### config.mk
export PLATFORM = sky130hd
export DESIGN_NAME = fft_post_data_buffer
export DESIGN_NICKNAME = d
export VERILOG_FILES = /design/src/rtl/pulseox_pkg.sv /design/src/rtl/cplx_mag_sat.sv /design/src/rtl/fft_post_data_buffer.sv
export SDC_FILE = /design/constraint.sdc
export NUM_CORES = 1
export LEC_CHECK = 0
export CAP_MARGIN = 10
export CORE_MARGIN = 2
export CORE_UTILIZATION = 50
export CTS_BUF_LIST = sky130_fd_sc_hd__clkbuf_4 sky130_fd_sc_hd__clkbuf_8 sky130_fd_sc_hd__clkbuf_16
export DETAILED_ROUTE_END_ITERATION = 7
export GPL_TIMING_DRIVEN = 1
export HOLD_SLACK_MARGIN = 0.06
export PLACE_DENSITY = 0.77
export SETUP_SLACK_MARGIN = 0.05
export SLEW_MARGIN = 20
export SYNTH_ARGS = -nofsm -noshare
export SYNTH_HDL_FRONTEND = slang
export SYNTH_SLANG_ARGS = --single-unit
### constraint.sdc
create_clock -name clk -period 3.8 [get_ports clk]
set_clock_uncertainty 0.2 [all_clocks]
set_input_delay 0.57 -clock clk [delete_from_list [all_inputs] [get_ports clk]]
set_output_delay 0.57 -clock clk [all_outputs]
set_load 0.01 [all_outputs]
### src/rtl/pulseox_pkg.sv
// Shared constants and types for the pulse-oximeter FFT post-processing path.
// The frame length and heart-rate bin window are chosen for a 40 sps stream
// with a 1024-point CFFT: bin 13 is about 0.5 Hz and bin 90 about 3.5 Hz.
package pulseox_pkg;

  localparam int FFT_N     = 1024;
  localparam int SAMPLE_W  = 22;
  localparam int FFT_OUT_W = 24;
  localparam int HR_BIN_LO = 13;
  localparam int HR_BIN_HI = 90;

  // Frame-handling states of the post-FFT buffer
  typedef enum logic [1:0] {
    IDLE    = 2'd0,
    COLLECT = 2'd1,
    REPORT  = 2'd2
  } pdb_state_e;

endpackage

### src/rtl/cplx_mag_sat.sv
// Combinational L1 magnitude estimate |re| + |im| of one complex sample,
// clamped to the largest unsigned OUT_W value. The absolute values and the
// sum are formed at IN_W+1 bits, so the most negative input is handled
// exactly and the sum of two such magnitudes cannot overflow.
// Requires OUT_W <= IN_W.
module cplx_mag_sat #(
  parameter int IN_W  = 24,
  parameter int OUT_W = 22
) (
  input  logic signed [IN_W-1:0]  re,
  input  logic signed [IN_W-1:0]  im,
  output logic        [OUT_W-1:0] mag
);

  logic signed [IN_W:0] re_ext;
  logic signed [IN_W:0] im_ext;
  logic        [IN_W:0] abs_re;
  logic        [IN_W:0] abs_im;
  logic        [IN_W:0] mag_sum;

  assign re_ext = {re[IN_W-1], re};
  assign im_ext = {im[IN_W-1], im};

  // Absolute values, sum, and clamp to the output range
  always_comb begin
    abs_re  = re_ext[IN_W] ? -re_ext : re_ext;
    abs_im  = im_ext[IN_W] ? -im_ext : im_ext;
    mag_sum = abs_re + abs_im;
    if (|mag_sum[IN_W:OUT_W]) begin
      mag = '1;
    end else begin
      mag = mag_sum[OUT_W-1:0];
    end
  end

endmodule

### src/rtl/fft_post_data_buffer.sv
// Consumer end of the CFFT output stream. Counts one N-beat frame, keeps the
// bin-0 magnitude as the DC component and the strongest magnitude inside the
// heart-rate window as the AC component, then publishes both with a one-cycle
// valid pulse. pdb_done tells the sample-side buffer when it may start the
// next frame. Bins N/2..N-1 mirror the lower half and are counted but ignored.
module fft_post_data_buffer
  import pulseox_pkg::*;
#(
  parameter int N      = FFT_N,
  parameter int IN_W   = FFT_OUT_W,
  parameter int OUT_W  = SAMPLE_W,
  parameter int BIN_LO = HR_BIN_LO,
  parameter int BIN_HI = HR_BIN_HI
) (
  input  logic                    clk,
  input  logic                    rst,
  input  logic                    fft_out_data,
  input  logic signed [IN_W-1:0]  Iout,
  input  logic signed [IN_W-1:0]  Qout,
  output logic                    pdb_done,
  output logic        [OUT_W-1:0] AC_component,
  output logic        [OUT_W-1:0] DC_component,
  output logic [$clog2(N)-1:0]    peak_bin,
  output logic                    new_comp_DV
);

  localparam int CW = $clog2(N);
  localparam logic [CW-1:0] LAST_BIN = CW'(N - 1);
  localparam logic [CW-1:0] LO_BIN   = CW'(BIN_LO);
  localparam logic [CW-1:0] HI_BIN   = CW'(BIN_HI);

  pdb_state_e state;
  pdb_state_e state_next;

  logic [CW-1:0]    bin_cnt;
  logic [OUT_W-1:0] beat_mag;
  logic [OUT_W-1:0] run_dc;
  logic [OUT_W-1:0] run_max;
  logic [CW-1:0]    run_idx;

  logic start_frame;
  logic take_beat;
  logic last_beat;
  logic in_window;

  cplx_mag_sat #(
    .IN_W  (IN_W),
    .OUT_W (OUT_W)
  ) u_mag (
    .re  (Iout),
    .im  (Qout),
    .mag (beat_mag)
  );

  assign in_window = (bin_cnt >= LO_BIN) && (bin_cnt <= HI_BIN);

  // State register
  always_ff @(posedge clk or posedge rst) begin
    if (rst) begin
      state <= IDLE;
    end else begin
      state <= state_next;
    end
  end

  // Next-state decode and per-cycle datapath strobes
  always_comb begin
    state_next  = state;
    start_frame = 1'b0;
    take_beat   = 1'b0;
    last_beat   = 1'b0;
    case (state)
      IDLE: begin
        if (fft_out_data) begin
          start_frame = 1'b1;
          state_next  = COLLECT;
        end
      end
      COLLECT: begin
        if (fft_out_data) begin
          take_beat = 1'b1;
          if (bin_cnt == LAST_BIN) begin
            last_beat  = 1'b1;
            state_next = REPORT;
          end
        end
      end
      REPORT: begin
        state_next = IDLE;
      end
      default: begin
        state_next = IDLE;
      end
    endcase
  end

  // Running DC, windowed peak search and bin counter for the frame in flight
  always_ff @(posedge clk or posedge rst) begin
    if (rst) begin
      bin_cnt <= '0;
      run_dc  <= '0;
      run_max <= '0;
      run_idx <= LO_BIN;
    end else begin
      if (start_frame) begin
        run_dc  <= beat_mag;
        run_max <= '0;
        run_idx <= LO_BIN;
        bin_cnt <= CW'(1);
      end
      if (take_beat) begin
        if (last_beat) begin
          bin_cnt <= '0;
        end else begin
          bin_cnt <= bin_cnt + CW'(1);
        end
        if (in_window && (beat_mag > run_max)) begin
          run_max <= beat_mag;
          run_idx <= bin_cnt;
        end
      end
    end
  end

  // Published results, valid pulse and frame handshake to the sample buffer
  always_ff @(posedge clk or posedge rst) begin
    if (rst) begin
      pdb_done     <= 1'b1;
      AC_component <= '0;
      DC_component <= '0;
      peak_bin     <= LO_BIN;
      new_comp_DV  <= 1'b0;
    end else begin
      new_comp_DV <= 1'b0;
      if (start_frame) begin
        pdb_done <= 1'b0;
      end
      if (last_beat) begin
        AC_component <= run_max;
        DC_component <= run_dc;
        peak_bin     <= run_idx;
        new_comp_DV  <= 1'b1;
      end
      if (state == REPORT) begin
        pdb_done <= 1'b1;
      end
    end
  end

endmodule

Yosys cells after proc, flatten, opt, wreduce, memory -nomap -nowiden
Index checks and enable logic that the tools add are counted.
{"block": "totals", "ff_bits": 122, "latch_bits": 0, "ramBits": 0, "romBits": 0, "inputBits": 51, "out_inout_bits": 56, "mem_count": 0}
{"block": "op_classes", "n_addsub": 4, "multipliers": 0, "div": 0, "n_lt_le_gt_ge": 3, "eq_ne": 6, "shifts": 0, "muxes": 25, "bitwise": 0, "n_reduce_logical": 7}
{"cell": "$mux W22", "count": 4}
{"cell": "$mux W10", "count": 6}
{"cell": "$mux W25", "count": 2}
{"cell": "$neg A24 Y25", "count": 2}
{"cell": "$add A25 B25 Y25", "count": 1}
{"cell": "$gt A22 B22 Y1", "count": 1}
{"cell": "$add A10 B1 Y10 const B", "count": 1}
{"cell": "$eq A10 B10 Y1 const B", "count": 1}
{"cell": "$ge A10 B4 Y1 const B", "count": 1}
{"cell": "$le A10 B7 Y1 const B", "count": 1}
{"cell": "$mux W1", "count": 9}
{"cell": "$mux W2", "count": 3}
{"cell": "$ne A2 B2 Y1 const B", "count": 3}
{"cell": "$pmux W2 S2", "count": 1}
{"cell": "$reduce_bool A2 Y1", "count": 2}
{"cell": "$reduce_and A3 Y1", "count": 1}
{"cell": "$reduce_or A3 Y1", "count": 1}
{"cell": "$eq A2 B1 Y1 const B", "count": 1}
{"cell": "$eq A2 B2 Y1 const B", "count": 1}
{"cell": "$logic_and A1 B1 Y1", "count": 2}
{"cell": "$logic_not A2 Y1", "count": 1}

Longest topological paths before layout
Gate-level depths: netlist of run 1.
{"block": "logic_depth", "depth_word": 9, "mapped_depth": 30, "mapped_depth_nobuf": 27}

By module
Synthesis of run 1 repeated with hierarchy kept, for this count alone.
{"block": "unflattened", "cells_unflattened": 781, "hier_area_um2": 7883.8}
{"module": "fft_post_data_buffer", "n_inst": 1, "cells_per_inst": 433, "area_each_um2": 5582.9}
{"module": "cplx_mag_sat", "n_inst": 1, "cells_per_inst": 348, "area_each_um2": 2301.0}

Least setup slack after synthesis of run 1
No wires, ideal clock.
{"block": "synth_path", "path_type": "input -> register", "startpoint": "input port Iout[1]", "endpoint": "register run_max[0]", "setup_ns": 0.135, "arrival_ns": 5.799, "setup_slack_ns": -2.334, "stages": 27, "cell_sequence": "nor3_1 > nand2_1 > or2_2 > nand2b_1 > or2_2 > or3_1 > o31ai_1 > xnor2_1 > ha_1 > and3_1 > a311oi_1 > nor2_1 > a211oi_2 > o211ai_4 > nor2_2 > buf_2 > nand2_1 > ha_1 > a21o_1 > a21o_1 > a211oi_1 > o21ai_0 > o211ai_1 > a41oi_1 > clkbuf_1 > buf_1 > a31oi_1"}
{"block": "synth_via", "elab_chain_len": 9}
{"element": "start, declared", "line": "fft_post_data_buffer.sv:18", "source": "input logic signed [IN_W-1:0] Iout,"}
{"element": "$neg A24 Y25", "line": "cplx_mag_sat.sv:26", "source": "abs_re = re_ext[IN_W] ? -re_ext : re_ext;"}
{"element": "$mux W25 (*)", "line": "cplx_mag_sat.sv:26"}
{"element": "$add A25 B25 Y25 (*)", "line": "cplx_mag_sat.sv:28", "source": "mag_sum = abs_re + abs_im;"}
{"element": "$reduce_or A3 Y1", "line": "cplx_mag_sat.sv:29", "source": "if (|mag_sum[IN_W:OUT_W]) begin"}
{"element": "$mux W22 (*)", "line": "cplx_mag_sat.sv:29"}
{"element": "named net beat_mag[15]", "line": "fft_post_data_buffer.sv:36", "source": "logic [OUT_W-1:0] beat_mag;"}
{"element": "$gt A22 B22 Y1 (*)", "line": "fft_post_data_buffer.sv:117", "source": "if (in_window && (beat_mag > run_max)) begin"}
{"element": "$logic_and A1 B1 Y1 (*)", "line": "fft_post_data_buffer.sv:117"}
{"element": "$mux W22 (*)", "line": "fft_post_data_buffer.sv:117"}
{"element": "$mux W22 (*)", "line": "fft_post_data_buffer.sv:111", "source": "if (take_beat) begin"}
{"element": "end signal, assigned", "line": "fft_post_data_buffer.sv:118", "source": "run_max <= beat_mag;"}
{"element": "end, declared", "line": "fft_post_data_buffer.sv:38", "source": "logic [OUT_W-1:0] run_max;"}
Mark *: on every way through the listed nets, which the timed path passes. The rest lies on a longest branch.
A chain may end at the register's enable or synchronous reset.

Final worst setup path of run 1
{"block": "layout_path", "startpoint": "input port Iout[1]", "endpoint": "register run_max[18]"}
{"block": "layout_via", "elab_chain_len": 9}
{"element": "$neg A24 Y25", "line": "cplx_mag_sat.sv:26"}
{"element": "$mux W25 (*)", "line": "cplx_mag_sat.sv:26"}
{"element": "$add A25 B25 Y25 (*)", "line": "cplx_mag_sat.sv:28"}
{"element": "$reduce_or A3 Y1", "line": "cplx_mag_sat.sv:29"}
{"element": "$mux W22 (*)", "line": "cplx_mag_sat.sv:29"}
{"element": "named net beat_mag[18]", "line": "fft_post_data_buffer.sv:36"}
{"element": "$gt A22 B22 Y1", "line": "fft_post_data_buffer.sv:117"}
{"element": "$logic_and A1 B1 Y1", "line": "fft_post_data_buffer.sv:117"}
{"element": "$mux W22 (*)", "line": "fft_post_data_buffer.sv:117"}
{"element": "$mux W22 (*)", "line": "fft_post_data_buffer.sv:111"}
Marked as above.

==> results of run 1 <==
## worst register-to-register path, delay by kind of cell (launching register included)
family | cells | cell delay, ps
fa+ha+maj | 1 | 260
simple gates | 7 | 1260
flops | 1 | 460
buf+inv | 1 | 770
## cells in the mapped netlist, drive strengths merged, types with 7 or more instances
cell / number / area, µm²
dfstp: 7 / 184
or3: 12 / 90.1
xor2: 19 / 166
a21o: 12 / 90.1
a31oi: 37 / 238
o21ai: 75 / 379
nand2: 203 / 769
o211ai: 9 / 81.3
ha: 52 / 651
o31ai: 14 / 110
nand2b: 11 / 68.8
inv: 43 / 161
dfrtp: 115 / 2880
nor3: 10 / 50.1
nor2: 47 / 179
clkbuf: 31 / 118
nand3: 13 / 65.1
and3: 9 / 56.3
xnor2: 46 / 410
a21oi: 52 / 264
nand4: 11 / 68.8
buf: 11 / 53.8
## where the power goes
group / leakage [µW] / total [µW] / switching (µW) / internal, µW
Combinational: 0.00373 / 3660 / 1900 / 1760
Sequential: 0.00155 / 1750 / 219 / 1530
Clock: 0.000333 / 1850 / 596 / 1250
## kinds of logic after synthesis
kind of cell	count (synthesis)
XOR/XNOR	65
buffers and inverters	86
multiplexers	4
flip-flops	122
AND/OR/NAND/NOR	336
AO/OA/AOI/OAI	239
adder cells (fa/ha/maj)	53
## repair_timing
action | 4_1_cts | 5_1_grt
endpoints found under the hold margin | 0 | 0
setup endpoints to repair | 54 | 54
resized for setup | 150 | 73
setup buffers | 23 | 9
cloned | 10 | 0
pin swaps | 38 | 25
## area by class of cell
cell class,count,area (µm²)
flip-flops and latches,122,3060
inverters,44,184
clock inverters,7,164
multi-input cells,697,5110
clock buffers,25,504
repair buffers,326,3030
fillers,868,2800
well taps,188,235
## sequential cells by signal, indices dropped and copies added, names as in the netlist
signal and count:
AC_component 22, DC_component 22, bin_cnt 10, new_comp_DV 1
pdb_done 1, peak_bin 10, run_dc 22, run_idx 10
run_max 22, state 2
## cells in the final DEF, fill, tap and decap left out, drive strengths merged, types with 5 or more instances in the layout
master / Yosys / final
a21o: 12 / 12
nor3: 10 / 10
bufinv: 0 / 5
clkdlybuf4s50: 0 / 76
nor2: 47 / 47
o31ai: 14 / 14
nand3: 13 / 13
o21ai: 75 / 75
and3: 9 / 9
buf: 11 / 226
or2: 5 / 5
ha: 52 / 52
o21a: 6 / 6
a21oi: 52 / 52
or3: 12 / 12
xor2: 19 / 19
nor4: 5 / 5
nand2: 203 / 203
clkbuf: 31 / 27
dfrtp: 115 / 115
o41ai: 6 / 6
nand2b: 11 / 11
clkdlybuf4s15: 0 / 5
dlygate4sd2: 0 / 16
xnor2: 46 / 46
nand4: 11 / 11
o211ai: 9 / 9
dfstp: 7 / 7
a31oi: 37 / 37
inv: 43 / 42
a211oi: 6 / 6
## layer usage
metal | vias to the layer above | GRT usage, % | share of wire (%)
met5 | - | 0 | 0
met4 | 0 | 18.4 | 8.4
met3 | 196 | 5.88 | 7.5
met2 | 554 | 54.0 | 48
met1 | 3920 | 36.7 | 36
li1 | 3771 | - | -
## metrics by stage
step	utilization [%]	cells	TNS, ps	total power (µW)	hold slack [ps]
finish	81.4	1409	-75190	7260	266
global route	81.4	1409	-81770	7470	277
CTS	79.0	1403	-67640	6490	261
detailed placement	69.4	1338	-116750	4120	251
global placement	69.4	1338	-109930	4040	242
floorplan	-	905	-60800	3070	230
## final timing paths
kind,startpoint,endpoint,slack (ps)
max,Iout[1],run_max[18],-2160
min,run_idx[3],peak_bin[3],270
max reg2reg,bin_cnt[1],DC_component[8],730
min reg2reg,run_idx[3],peak_bin[3],270
max in group asynchronous,rst,bin_cnt[8],2420
min in group asynchronous,rst,run_dc[16],490
==> impl_metrics.csv, run 1 <==
group,metric,value,unit
yosys,combinational_family_with_the_most_area_after_synthesis,"compound AO/OA/AOI/OAI gates",
sta,rsz0062_at_grt,"yes",
setup_path,critical_path_type,"in -> reg",
yosys,muxShareOfSynthArea,0.716,%
route,final_routed_wirelength_across_all_metal_layers,28500,µm
route,route.antenna.remaining_nets,0,
sta,tightestPinTransition,1330,ps
die,row_count,45,
die,fp.dieH,128,µm
setup_path,crit_cells,30,
yosys,seq_area_frac_synth,39.8,%
clock_network,cts.htree.levels,4,
die,fp.dieArea,16400,µm²
clock_network,clock_path_buffers,2,
placed_design,globalplace.congestion,0.938,
pwr,vdd_ir_drop_max,0.000309,V
die,initial_core_util,51.0,%
status,failed_checks,"setup timing",
yosys,synth-compound-area-share,19.6,%
setup_path,setup.worst_path.start_class,"primary input",
clock_network,numClockSinks,122,
clock_network,holdBufCountCts,0,
sta,report.final.slew_viol_count,0,
setup_path,worst-r2r-cell-count,9,
yosys,yosys.cell_types.count,61,
status,run_status,"finished with violations",
yosys,synth-adder-area-share,8.72,%
global_routing,gr-total-overflow,0,
clock_network,clock_tree.root_cell,"clkbuf_16",
yosys,post_synth_inst_count,905,
global_routing,antenna_found_initial,0,
die,design.portCount,107,
global_routing,first_pass_grt_wire_length,40500,µm
setup_path,max_stage_delay_on_crit_path,360,ps
yosys,yosys.area_share.xor_xnor,7.50,%
setup_path,critical_path_required,3900,ps
layout,insertedDiodeCount,0,
yosys,synth.ff_latch_count,122,
placed_design,placedInstanceArea,10500,µm²
clock_network,tritoncts,"built",
sta,min_period_over_period,157,%
route,via_total_after_detailed_routing,8441,
yosys,async_reset_ff_share,100,%
placed_design,placement.io_buffers,106,
clock_network,cts-buffers-inserted,17,
sta,hold_violation_count_in_the_final_report,0,
yosys,ys_dominant_reg_cell,"dfrtp_1",
setup_path,cell_family_with_most_cp_delay,"simple AND/OR/NAND/NOR gates",
placed_design,place_worst_setup_slack,-2840,ps
setup_path,data_arrival_time_of_the_critical_path,6060,ps
layout,post-route-cell-area,12300,µm²
sta,final_critical_path_setup_slack,-2160,ps
yosys,synth-edff-count,0,
pwr,power.static_leakage,0.00562,µW
route,viasPerCell,5.99,
route,wire_per_inst,20.2,µm
die,die_x,128,µm
worst_hold_path,worstHoldPathCells,2,
yosys,yosys.area_share.simple,19.2,%
setup_path,timing.critical_path.fanout_max,9,
flow_run,maxCapViolations,0,
sta,fmax,168,MHz
global_routing,gr-usage-all-layers,31.4,%
route,detailedRoute.firstIterationViolations,830,
yosys,syn-num-nets,1009,
sta,worst_slew_margin_rel,11.1,%
setup_path,type_of_element_capturing_the_critical_path,"flip-flop",
global_routing,via_count_of_the_first_global_routing_pass,8193,
clock_network,clk_pin_slew_worst_paths,60,ps
layout,layout-area-overhead-vs-synth,59.8,%
yosys,yosysWarningCount,0,
setup_path,worstPathBufferInverterCount,5,
worst_hold_path,hold_path.class,"reg -> reg",
clock_network,clkLatencyLatePin,430,ps
placed_design,place_hpwl,15700,µm
yosys,syn_area,7690,µm²
setup_path,critical-path-slowest-cell,"or3_4",
layout,final_net_count,1312,
sta,fin_crit,5960,ps
layout,fraction_of_final_layout_cells_sized_beyond_drive_strength_1,33.6,%
die,core_region_area,15100,µm²
sta,final-setup-viol-count,54,
route,detail_route.drc_violations,0,
yosys,syn_area_per_cell,8.50,µm²
route,first_pass_iters,6,
pwr,powerDensity,591,nW/µm²
global_routing,grt_max_degree,123,
(Power assumes the default switching activity.)
==> run 2: changes to the inputs <==
--- a/config.mk
+++ b/config.mk
@@ -10,6 +10,7 @@
 export CORE_UTILIZATION = 50
 export CTS_BUF_LIST = sky130_fd_sc_hd__clkbuf_4 sky130_fd_sc_hd__clkbuf_8 sky130_fd_sc_hd__clkbuf_16
 export DETAILED_ROUTE_END_ITERATION = 7
+export GPL_ROUTABILITY_DRIVEN = 0
 export GPL_TIMING_DRIVEN = 1
 export HOLD_SLACK_MARGIN = 0.06
 export PLACE_DENSITY = 0.77
==> run 2 against run 1 <==
Net effect: the run still ends with setup timing left; flip-flop and latch count did not move; die area did not move; clock power fell by 11%; power rose by 0.97%; critical path depth rose by 2.
==> impl_metrics.csv, run 2 (synthesized netlist as in run 1, its figures left out) <==
group,metric,value,unit
status,run_status,"finished with violations",
status,failed_checks,"setup timing",
sta,worst_slew_margin_rel,27.2,%
route,first_pass_iters,8,
global_routing,via_count_of_the_first_global_routing_pass,8534,
route,via_total_after_detailed_routing,8833,
route,wire_per_inst,22.2,µm
layout,layout-area-overhead-vs-synth,61.3,%
die,fp.dieH,128,µm
clock_network,cts-buffers-inserted,17,
pwr,power_switching,2950,µW
placed_design,placement.io_buffers,106,
setup_path,type_of_element_capturing_the_critical_path,"flip-flop",
setup_path,critical_path_required,3920,ps
sta,final-setup-viol-count,54,
global_routing,gr-usage-all-layers,33.2,%
flow_run,maxCapViolations,0,
placed_design,place_hpwl,15900,µm
setup_path,setup.worst_path.start_class,"primary input",
clock_network,clock_tree.root_cell,"clkbuf_16",
clock_network,cts.htree.levels,4,
layout,layout_commonest_cell,"nand2_1",
clock_network,numClockSinks,122,
pwr,vdd_ir_drop_max,0.000398,V
clock_network,clk_pin_slew_worst_paths,60,ps
pwr,pwr-share-clk,22.5,%
setup_path,data_arrival_time_of_the_critical_path,6150,ps
die,design.portCount,107,
sta,report.final.slew_viol_count,0,
pwr,sequentialPowerShare,24.2,%
sta,tightestPinTransition,1090,ps
layout,insertedDiodeCount,0,
worst_hold_path,hp-start,"peak_bin[3]",
route,route.antenna.remaining_nets,0,
route,viasPerCell,6.26,
clock_network,clock_path_buffers,2,
global_routing,first_pass_grt_wire_length,42700,µm
global_routing,grt_max_degree,77,
clock_network,tritoncts,"built",
placed_design,placedInstanceArea,10500,µm²
layout,layout.cells.most_common_list,"187 x nand2_1, 180 x buf_4, 115 x dfrtp_1",
die,fp.dieArea,16400,µm²
die,row_count,45,
pwr,power.static_leakage,0.00565,µW
pwr,p_total,7330,µW
sta,final_critical_path_setup_slack,-2230,ps
sta,fmax,166,MHz
route,detail_route.drc_violations,0,
route,detailedRoute.firstIterationViolations,976,
pwr,power_frac_comb,53.3,%
layout,layout.area.seq,3060,µm²
sta,min_period_over_period,159,%
layout,final_net_count,1313,
die,die_x,128,µm
setup_path,critical_path_type,"in -> reg",
setup_path,startpoint,"Iout[0]",
die,initial_core_util,51.0,%
global_routing,gr-total-overflow,0,
pwr,powerDensity,591,nW/µm²
setup_path,timing.critical_path.fanout_max,6,
route,final_routed_wirelength_across_all_metal_layers,31300,µm
layout,multi_input_combinational_cell_area,5260,µm²
sta,rsz0062_at_grt,"yes",
setup_path,critical-path-slowest-cell,"or3_4",
setup_path,critical_path.reg2reg.startpoint,"bin_cnt[1]",
die,core_region_area,15100,µm²
sta,fin_crit,6030,ps
clock_network,clkLatencyLatePin,430,ps
setup_path,path_common_cell,"buf_4",
pwr,switching_share,40.2,%
global_routing,antenna_found_initial,0,
layout,fraction_of_final_layout_cells_sized_beyond_drive_strength_1,34.2,%
layout,post-route-cell-area,12400,µm²
setup_path,max_stage_delay_on_crit_path,360,ps
worst_hold_path,hold_path.class,"reg -> reg",
pwr,intPower,4390,µW
layout,nFillCells,834,
sta,hold_violation_count_in_the_final_report,0,
## run 2: cell types whose count changed in the layout (fill, tap and decap cells not counted), sizes merged
cell           change
bufbuf             +1
clkdlybuf4s15      +1
dlygate4sd2        -2
clkbuf             -1
clkinv             +5
bufinv             -3
clkinvlp           +2
buf                -3
clkdlybuf4s50      +1
## run 2: final timing paths
| kind | slack (ps) | end | cells past startpoint |
|---|---|---|---|
| setup / recovery | -2230 | run_max[9] | 32 |
| hold reg to reg | 260 | peak_bin[3] | 2 |
| setup reg to reg | 450 | DC_component[2] | 9 |
| hold / removal | 260 | peak_bin[3] | 2 |
| min in group asynchronous | 340 | run_max[9] | 2 |
| max in group asynchronous | 2240 | DC_component[0] | 3 |
## run 2: cell type report
type                    count  share of cell area [%]
clock buffers              21                    3.77
clock inverters            11                   0.978
inverters                  44                    1.48
multi-input cells         697                    42.4
flip-flops and latches    122                    24.7
well taps                 188                    1.90
repair buffers            327                    24.8
## run 2: power groups by stage
stage	clock network (µW)	logic, µW	registers [µW]
after detailed placement	0	2410	1690
final	1650	3910	1780
after floorplan	0	1420	1650
after CTS	1590	3050	1700
after global routing	1690	4030	1770
after global placement	0	2340	1680
## run 2: critical path, delay by kind of cell
family                   cells  cell delay (ps)
AO/OA/AOI/OAI                7             1280
XOR/XNOR                     2              250
adder cells (fa/ha/maj)      2              590
buffers and inverters        8             1140
AND/OR/NAND/NOR             13             2300
## run 2: through the flow
stage / hold slack (ps) / util, % / TNS (ps) / std cells / setup WS (ps)
final: 258 / 82.2 / -85400 / 1410 / -2230
after floorplan: 230 / - / -60800 / 905 / -1690
after global routing: 293 / 82.2 / -95630 / 1410 / -2400
after CTS: 259 / 78.7 / -73130 / 1403 / -1830
after global placement: 246 / 69.3 / -110130 / 1336 / -2630
after detailed placement: 249 / 69.3 / -118170 / 1336 / -2840
## run 2: what timing repair did
action,in CTS,in global routing
cloned,7,5
setup buffers,29,7
hold buffers,0,0
pin swaps,50,20
gates resized for setup,164,80
endpoints found under the setup margin,54,54
## run 2: metal layers
metal  global-route usage, %  vias to the layer above  routed length (µm)  share of wire [%]
met3                    7.22                      244                3160                 10
met1                    37.9                     4087               10900                 35
met2                    56.4                      724               14500                 46
li1                        -                     3778                   -                  -
met4                    21.5                        0                2710                8.7
met5                       0                        -                   0                  0
==> run 3: changes to the inputs <==
--- a/config.mk
+++ b/config.mk
@@ -5,6 +5,7 @@
 export SDC_FILE = /design/constraint.sdc
 export NUM_CORES = 1
 export LEC_CHECK = 0
+export ABC_AREA = 1
 export CAP_MARGIN = 10
 export CORE_MARGIN = 2
 export CORE_UTILIZATION = 50
@@ -13,9 +14,8 @@
 export GPL_ROUTABILITY_DRIVEN = 0
 export GPL_TIMING_DRIVEN = 1
 export HOLD_SLACK_MARGIN = 0.06
-export PLACE_DENSITY = 0.77
+export PLACE_DENSITY = 0.76
 export SETUP_SLACK_MARGIN = 0.05
-export SLEW_MARGIN = 20
 export SYNTH_ARGS = -nofsm -noshare
 export SYNTH_HDL_FRONTEND = slang
 export SYNTH_SLANG_ARGS = --single-unit
==> run 3 against run 2 <==
Net effect: the flow finishes with violations (DRC, setup timing); area after synthesis increased by 15%; synthesized cell count is 37% higher; critical path depth up 1; clock-buffer cell count down 1; setup slack improved by 830 ps; maximum frequency rose by 16%; non-clock buffer count grew 29; largest cell class unchanged.
==> impl_metrics.csv, run 3 <==
group,metric,value,unit
layout,layout-area-overhead-vs-synth,59.6,%
route,final_routed_wirelength_across_all_metal_layers,34700,µm
pwr,power_frac_comb,52.1,%
pwr,power_switching,3040,µW
flow_run,maxCapViolations,0,
route,first_pass_iters,8,
clock_network,cts-buffers-inserted,17,
sta,fmax,192,MHz
yosys,syn-num-nets,1348,
placed_design,placement.io_buffers,106,
clock_network,cts.htree.levels,4,
route,met2_wirelength,16900,µm
die,fp.dieH,137,µm
sta,fin_crit,5200,ps
setup_path,data_arrival_time_of_the_critical_path,5360,ps
route,top_layer_used,"met4",
status,run_status,"finished with violations",
pwr,vdd_ir_drop_max,0.000449,V
clock_network,clock_path_buffers,2,
setup_path,critical_path_type,"in -> reg",
yosys,synth_largest_type_area_fraction,32.5,%
sta,hold_violation_count_in_the_final_report,0,
sta,final_critical_path_setup_slack,-1400,ps
pwr,pwr-share-clk,22.7,%
die,design.portCount,107,
layout,nFillCells,977,
clock_network,tritoncts,"built",
placed_design,place_hpwl,18100,µm
die,die_x,137,µm
die,core_region_area,17300,µm²
sta,report.final.slew_viol_count,0,
sta,rsz0062_at_grt,"yes",
yosys,yosys.cell_types.count,45,
yosys,synth-edff-count,0,
pwr,power.static_leakage,0.00709,µW
yosys,synth_commonest_cells,"466 x nand2_1, 167 x inv_1, 115 x dfrtp_1",
layout,fraction_of_final_layout_cells_sized_beyond_drive_strength_1,35.9,%
worst_hold_path,worstHoldPathCells,2,
setup_path,setup.worst_path.start_class,"primary input",
setup_path,worstPathBufferInverterCount,8,
status,failed_checks,"DRC, setup timing",
yosys,synth_top_area_cell,"dfrtp_1",
yosys,synth.ff_latch_count,122,
clock_network,clock_tree.root_cell,"clkbuf_16",
die,row_count,48,
yosys,synthTopCellsByArea,"dfrtp_1 33%, nand2_1 20%, ha_1 7.3%, inv_1 7.1%, nand3_1 3.9%",
clock_network,numClockSinks,122,
setup_path,max_stage_delay_on_crit_path,470,ps
pwr,sequentialPowerShare,25.2,%
sta,fin_tns_setup,-42510,ps
setup_path,critical_path_required,3960,ps
layout,layout_commonest_cell,"nand2_1",
yosys,yosysWarningCount,0,
setup_path,path_common_cell,"nand2_2",
sta,min_period_over_period,137,%
yosys,syn_area,8850,µm²
setup_path,crit_cells,33,
layout,layout.cells.most_common_list,"394 x nand2_1, 201 x buf_4, 150 x inv_1",
global_routing,gr-total-overflow,0,
setup_path,worst-r2r-cell-count,9,
clock_network,holdBufCountCts,0,
route,viasPerCell,5.73,
yosys,synth_most_common_cell,"nand2_1",
layout,insertedDiodeCount,0,
route,route.layer.met1.wl,12000,µm
pwr,powerDensity,525,nW/µm²
setup_path,timing.critical_path.fanout_max,5,
yosys,ys_dominant_reg_cell,"dfrtp_1",
pwr,switching_share,40.9,%
global_routing,grt_max_degree,76,
sta,tightestPinTransition,1310,ps
worst_hold_path,hold_path.class,"reg -> reg",
global_routing,antenna_found_initial,0,
pwr,intPower,4390,µW
sta,worst_slew_margin_rel,12.3,%
route,wire_per_inst,19.1,µm
clock_network,clk_pin_slew_worst_paths,60,ps
layout,final_net_count,1689,
global_routing,first_pass_grt_wire_length,48700,µm
die,fp.dieArea,18800,µm²
sta,final-setup-viol-count,36,
clock_network,clkLatencyLatePin,430,ps
route,route.antenna.remaining_nets,0,
global_routing,gr-usage-all-layers,33.4,%
yosys,post_synth_inst_count,1244,
route,amount_of_wire_on_met3_after_detailed_routing,2910,µm
setup_path,cell_family_with_most_cp_delay,"simple AND/OR/NAND/NOR gates",
yosys,async_reset_ff_share,100,%
global_routing,via_count_of_the_first_global_routing_pass,10100,
setup_path,critical-path-slowest-cell,"clkdlybuf4s50_1",
route,via_total_after_detailed_routing,10500,
yosys,syn_area_per_cell,7.12,µm²
route,detailedRoute.firstIterationViolations,1174,
yosys,seq_area_frac_synth,34.6,%
route,detail_route.drc_violations,2,
setup_path,type_of_element_capturing_the_critical_path,"flip-flop",
sta,finalHoldWorstSlack,271,ps
die,initial_core_util,51.2,%
-- run 3: cell count changes after synthesis, moves of 23 or more --
cell	change
nand2_1	+264
inv_1	+124
nand3_1	+56
nor2_1	+41
a31oi_1	-34
o21ai_0	-29
xnor2_1	-28
a21oi_1	-23
-- run 3: per-stage QoR --
stage	power [µW]	std cells	instance area (µm²)	util, %	worst slack (ps)
after floorplan	3390	1244	9110	-	-939
after global placement	4160	1722	11700	67.6	-1910
after detailed placement	4270	1722	11700	67.6	-2040
after CTS	6580	1809	13400	77.7	-1110
after global routing	7720	1823	14100	81.7	-1630
final	7420	1823	14100	81.7	-1400
-- run 3: kinds of logic after synthesis --
group | share of synthesized area (%)
AOI/OAI and AO/OA | 5.68
buffers and inverters | 9.86
adders and majority gates | 7.57
xor gates and xnor gates | 5.24
and+or+nand+nor | 37.1
DFF | 34.6
-- run 3: area by class of cell --
class	instances	area (µm²)	area share (%)
multi-input combinational	913	6100	43.2
timing repair buffer	356	3380	23.9
sequential	122	3060	21.7
inverter	175	697	4.93
clock buffer	20	467	3.30
tap	225	282	1.99
clock inverter	12	138	0.974
-- run 3: path summary, 6_finish.rpt --
check,from,endpoint,slack [ps]
worst min register to register,run_dc[12],DC_component[12],270
worst max-delay path,Iout[8],run_idx[2],-1400
worst max register to register,bin_cnt[0],AC_component[0],800
worst min-delay path,run_dc[12],DC_component[12],270
min in group asynchronous,rst,DC_component[6],420
max in group asynchronous,rst,run_idx[3],2150
-- run 3: worst reg2reg max path: stages, from the launching register on --
cell and delay, ps:
dfrtp_1 480, ha_1 230, inv_1 90, nor2_1 250, nand3_1 200, nor3_2 230
nand3_2 200, nor2_4 670, nand2_1 200, nand2_1 170
-- run 3: what timing repair did --
action                                  in CTS  in global routing
setup buffers                               46                 16
pin swaps                                  101                 83
endpoints found under the setup margin      54                 54
cloned                                       9                  0
gates resized for setup                    183                155
hold endpoints to repair                     0                  0
-- run 3: power by group through the flow --
stage | Combinational [µW] | Clock, µW | Sequential [µW]
2_1_floorplan | 1650 | 0 | 1740
3_3_place_gp | 2380 | 0 | 1780
3_5_place_dp | 2480 | 0 | 1790
4_1_cts | 3150 | 1630 | 1790
5_1_grt | 4110 | 1740 | 1870
6_report | 3860 | 1690 | 1870
-- run 3: per-layer routing --
layer / GRT usage, % / up-vias
met2: 59.1 / 769
met5: 0 / -
met3: 6.67 / 282
met4: 22.6 / 0
li1: - / 4579
met1: 35.7 / 4824
